File: src/rtl/nd_rr_arb_pkg.sv
// Shared definitions for the N-way message nodes: switch values, message
// field sizes and offsets, output FSM states and small sizing helpers.
package nd_rr_arb_pkg;

   localparam logic NS_ON  = 1'b1;
   localparam logic NS_OFF = 1'b0;

   localparam int NS_ADDRESS_SIZE = 4;
   localparam int NS_DATA_SIZE    = 8;
   localparam int NS_REDUN_SIZE   = 4;

   // Message is packed {src,dst,dat,red}, src in the MSBs.
   localparam int NS_MSG_RED_OFS = 0;
   localparam int NS_MSG_DAT_OFS = NS_MSG_RED_OFS + NS_REDUN_SIZE;
   localparam int NS_MSG_DST_OFS = NS_MSG_DAT_OFS + NS_DATA_SIZE;
   localparam int NS_MSG_SRC_OFS = NS_MSG_DST_OFS + NS_ADDRESS_SIZE;

   typedef enum logic [1:0] {
      O_IDLE = 2'd0,
      O_REQ  = 2'd1,
      O_REL  = 2'd2
   } out_st_e;

   // Index width for an N-entry selector, never below one bit.
   function automatic int idx_w(input int n);
      return (n > 1) ? $clog2(n) : 1;
   endfunction

endpackage

File: src/rtl/nd_rr_pick.sv
// Rotating-priority picker: starting at ptr and wrapping modulo NI, the
// first set bit of pend wins. Purely combinational, shared by N-way nodes.
module nd_rr_pick
   import nd_rr_arb_pkg::*;
#(
   parameter int NI = 4,
   parameter int PW = idx_w(NI)
)(
   input  logic [NI-1:0] pend,
   input  logic [PW-1:0] ptr,
   output logic          gnt_vld,
   output logic [PW-1:0] gnt_idx
);

   // Walk the ring from the farthest slot back to ptr so the nearest
   // pending slot is the last (winning) assignment.
   always_comb begin
      gnt_vld = 1'b0;
      gnt_idx = '0;
      for (int k = NI-1; k >= 0; k--) begin
         int j;
         j = int'(ptr) + k;
         if (j >= NI) j = j - NI;
         if (pend[j]) begin
            gnt_vld = 1'b1;
            gnt_idx = PW'(j);
         end
      end
   end

endmodule

File: src/rtl/nd_rr_arb.sv
// N-input round-robin arbiter for 4-phase req/ack message channels. One
// input is granted at a time into a single output holding register, which
// is then offered downstream on the send channel.
module nd_rr_arb
   import nd_rr_arb_pkg::*;
#(
   parameter  int NI  = 4,
   parameter  int ASZ = NS_ADDRESS_SIZE,
   parameter  int DSZ = NS_DATA_SIZE,
   parameter  int RSZ = NS_REDUN_SIZE,
   localparam int MSZ = 2*ASZ + DSZ + RSZ,
   localparam int PW  = idx_w(NI)
)(
   input  logic            i_clk,
   input  logic            reset,
   output logic            ready,
   input  logic [NI-1:0]   rcv_req,
   output logic [NI-1:0]   rcv_ack,
   input  logic [NI*MSZ-1:0] rcv_msg,
   output logic            snd_req,
   input  logic            snd_ack,
   output logic [MSZ-1:0]  snd_msg,
   output logic [PW-1:0]   last_gnt
);

   logic          rg_rdy;
   logic [PW-1:0] ptr;
   out_st_e       state, state_nxt;
   logic [NI-1:0] pend;
   logic          gnt_vld;
   logic [PW-1:0] gnt_idx;
   logic          grant;

   // An input stays ineligible until its previous ack has been released.
   assign pend  = rcv_req & ~rcv_ack;
   assign grant = rg_rdy && (state == O_IDLE) && !snd_ack && gnt_vld;
   assign ready = rg_rdy;

   nd_rr_pick #(.NI(NI), .PW(PW)) u_pick (
      .pend    (pend),
      .ptr     (ptr),
      .gnt_vld (gnt_vld),
      .gnt_idx (gnt_idx)
   );

   // Output FSM state register.
   always_ff @(posedge i_clk or negedge reset) begin
      if (!reset) state <= O_IDLE;
      else        state <= state_nxt;
   end

   // Output FSM next state; snd_req is asserted exactly while in O_REQ.
   always_comb begin
      state_nxt = state;
      snd_req   = 1'b0;
      case (state)
         O_IDLE: if (grant) state_nxt = O_REQ;
         O_REQ: begin
            snd_req = 1'b1;
            if (snd_ack) state_nxt = O_REL;
         end
         O_REL:  if (!snd_ack) state_nxt = O_IDLE;
         default: state_nxt = O_IDLE;
      endcase
   end

   // Init flag, RR pointer and the captured message of the winning input.
   always_ff @(posedge i_clk or negedge reset) begin
      if (!reset) begin
         rg_rdy   <= NS_OFF;
         ptr      <= '0;
         last_gnt <= '0;
         snd_msg  <= '0;
      end else begin
         rg_rdy <= NS_ON;
         if (grant) begin
            snd_msg  <= rcv_msg[gnt_idx*MSZ +: MSZ];
            last_gnt <= gnt_idx;
            ptr      <= (gnt_idx == PW'(NI-1)) ? '0 : gnt_idx + 1'b1;
         end
      end
   end

   // Per-input ack: set on grant, cleared once the source drops its req.
   // Independent of the FSM, so a release and a grant can share an edge.
   always_ff @(posedge i_clk or negedge reset) begin
      if (!reset) begin
         rcv_ack <= '0;
      end else begin
         for (int i = 0; i < NI; i++) begin
            if (grant && (gnt_idx == PW'(i)))    rcv_ack[i] <= NS_ON;
            else if (rcv_ack[i] && !rcv_req[i]) rcv_ack[i] <= NS_OFF;
         end
      end
   end

endmodule

File: config.mk
export PLATFORM = sky130hd
export DESIGN_NAME = nd_rr_arb
export DESIGN_NICKNAME = d
export VERILOG_FILES = /design/src/rtl/nd_rr_arb_pkg.sv /design/src/rtl/nd_rr_pick.sv /design/src/rtl/nd_rr_arb.sv
export SDC_FILE = /design/constraint.sdc
export NUM_CORES = 1
export LEC_CHECK = 0
export ABC_CLOCK_PERIOD_IN_PS = 2320
export CORE_AREA = 5 5 61 104
export DETAILED_ROUTE_END_ITERATION = 8
export DIE_AREA = 0 0 66 109
export GPL_TIMING_DRIVEN = 0
export PLACE_DENSITY_LB_ADDON = 0.3
export REMOVE_ABC_BUFFERS = 1
export SYNTH_ARGS = -nofsm -noshare
export SYNTH_HDL_FRONTEND = slang
export SYNTH_SLANG_ARGS = --single-unit
File: constraint.sdc
create_clock -name i_clk -period 2.32 [get_ports i_clk]
set_input_delay 0.348 -clock i_clk [delete_from_list [all_inputs] [get_ports i_clk]]
set_output_delay 0.348 -clock i_clk [all_outputs]
set_load 0.005 [all_outputs]
==> impl_results.md <==
- Final Cycle Share: roughly 93%
- Leakage: 1.47 nW
- Die area: 0.00719 sq mm
- Clock Latency Late Sink: 0.27 ns
- Chip width: 66 um
- Die height: 109 um
- Worst hold slack: between 0.1 and 0.15 ns
- Area leader, netlist: dfrtp_1
- Vias in the first global route: 2,105
- YS warnings: 0
- Reg2reg start: rcv_ack[1]
- Worst vdd ir: between 0.4 and 0.5 mV
- Clock sinks: 31
- RD Place Congestion: 0.885
- Status: finished clean
- Via/cell ratio: 5.19
- Routed WL: ~6400 um
- R2R cell count: 5
- Worst r2r dst: snd_msg[10]
- Slew Limit Fails: 0
- Yosys reg bits: 31
- Final worst slack: between 0.15 and 0.2 ns
- Nets: about 410
- H-tree depth: 2
- Syn_area_per_cell: 9.76 sq um
- Fin util: 61.1%
- First-pass DRT Iterations: 4
- Largest net degree at the start of global routing: 32
- WP data arrival: 2.29 ns
- CP Data Required Time: ~2.4 ns
- Layout Area Growth over Synthesis: 63.1%
- Area fraction of the dominant cell type after synthesis: around two fifths
- F_max: 462 MHz
- Ports: 115
- CTS tree: done
- Post-Synthesis Cells: roughly 210
- Worst Path Max Fanout: 21
- Final hold vios: 0
- Cell Area, Synth: 0.00204 sq mm
- Power density cells: just over 900 mW/mm^2
- DR DRC count: 0
- 1st-iter DRT viols: between 100 and 150
- Primary FF master, synth: dfrtp_1
- TritonCTS Buffers: 5
- First-pass GRT wire length: approximately 10000 um
- Initial antenna violation count: 0
- Slew margin rel.: roughly 50%
- RSZ-0062 raised after global routing: no
- Cts hold-fix bufs: 0
- Layout fillers: between 400 and 500
- Worst Skew: between 0.005 and 0.006 ns
- Remaining antenna violation count: 0
- Worst Tran Pin Value: about 0.74 ns
- Clock transition at the registers of the reported paths: 0.07 ns
- Total negative slack: 0 ns
- # port buffers: 114
- Wirelength per Cell: 16.1 um
- Vias post-DR: about 2,100
- Row cnt: 36
- Worst min-delay path category: in2async
- HPWL after DPL: approximately 5000 um
- Core area: 0.00545 sq mm
- CP Class: in2reg
- Share of cells above drive strength 1: 8.05%
- FFs w/ async S/R, synth: 100%
- GRT Util Overall: 17.8%
- Seq/Total Area, Yosys: about two fifths
- Leading post-synthesis cells by cell area: dfrtp_1 38%, mux2i_1 15%, nand2_1 5.3%, o221ai_1 5.2%, inv_1 3.1%
- CP startpoint kind: input pin
- Number of enable flip-flop cells after synthesis: 0
- Final-report setup violation count: 0
- Count of cell types in the netlist: 43
- Clock buffer depth: 2
- Most frequent cells in the layout: 113 x clkdlybuf4s50_1, 31 x mux2i_1, 31 x dfrtp_1
- Max-cap violations: 0
- Post-place setup slack: -0.451 ns
- Tmin final: 2.16 ns
- ANT cells: 0
- Initial core utilization: 37.4%
- Setup crit end kind: flop
- Root buf cell: clkbuf_8
- GRT overflow: 0
- Worst reg-to-reg setup slack: ~0.30 ns
- Most common cell after layout, fill and taps aside: clkdlybuf4s50_1
critical path, cell delays in order:
cell,delay [ns]
clkdlybuf4s50_1,0.52
or3b_4,0.43
a21oi_1,0.25
nor2_1,0.15
nand2_2,0.40
o221ai_1,0.18
how the worst max path moves through the flow:
stage	start	end	slack, ns	cells after the start
after floorplan	rcv_ack[0]	snd_msg[0]	-0.23	5
after global placement	rcv_req[2]	snd_msg[12]	-1.16	6
after detailed placement	rcv_req[2]	snd_msg[12]	-0.45	7
after CTS	rcv_req[2]	snd_msg[12]	0.02	7
after global routing	rcv_req[0]	snd_msg[17]	0.06	6
final	rcv_req[0]	snd_msg[10]	0.16	6
layout make-up:
| class | instances | area (sq um) | share of cell area (%) |
|---|---|---|---|
| multi-input cells | 150 | 1110 | 33.5 |
| inverters | 17 | 63.8 | 1.92 |
| flip-flops and latches | 31 | 776 | 23.3 |
| well taps | 76 | 95.1 | 2.86 |
| repair buffers | 117 | 1200 | 36.0 |
| clock buffers | 7 | 76.3 | 2.29 |
| clock inverters | 1 | 5.00 | 0.150 |
through the flow:
step           cell area, sq um  power (W)  instances
5_1_grt                    3330    0.00326        399
4_1_cts                    3300    0.00302        398
3_5_place_dp               3210    0.00259        390
3_3_place_gp               3170    0.00252        388
6_report                   3330    0.00304        399
2_1_floorplan              1930    0.00177        198
synthesized netlist by cell type, drive strengths merged (2+ instances only):
master,n
a211o,2
a211oi,7
a21boi,2
a21o,3
a21oi,6
a221oi,7
and2b,2
buf,8
clkbuf,3
dfrtp,31
inv,17
mux2i,31
nand2,29
nand2b,6
nand3,2
nor2,3
nor2b,2
o211ai,8
o21ai,14
o221ai,12
registers in the layout (all words and copies together) (netlist names):
| name | count |
|---|---|
| state | 2 |
| ready | 1 |
| ptr | 2 |
| last_gnt | 2 |
| rcv_ack | 4 |
| snd_msg | 20 |
metal layers:
layer	vias to the layer above	share of wire, %	global-route usage (%)
met2	76	57	34.5
met3	12	5.4	4.43
li1	995	-	-
met5	-	0	0
met4	0	2.4	7.56
met1	988	35	17.3
what timing repair did:
item | CTS | global route
pin swaps | 0 | 1
setup buffers | 0 | 1
gates resized for setup | 2 | 2
endpoints found under the setup margin | 22 | 15
where the power goes:
part / switching [W] / internal [W] / total [W]
Clock: 0.000199 / 0.000210 / 0.000409
Sequential: 0.000134 / 0.000757 / 0.000891
Combinational: 0.000754 / 0.000983 / 0.00174
Total: 0.00109 / 0.00195 / 0.00304
cell families after synthesis:
family / after synthesis / share of synthesized area [%]
buffers and inverters: 28 / 8.46
AO/OA/AOI/OAI: 67 / 25.2
flip-flops: 31 / 38.0
AND/OR/NAND/NOR: 50 / 12.5
XOR/XNOR: 1 / 0.429
other: 1 / 0.184
multiplexers: 31 / 15.2
No activity file was read; power rests on OpenSTA's default activity.
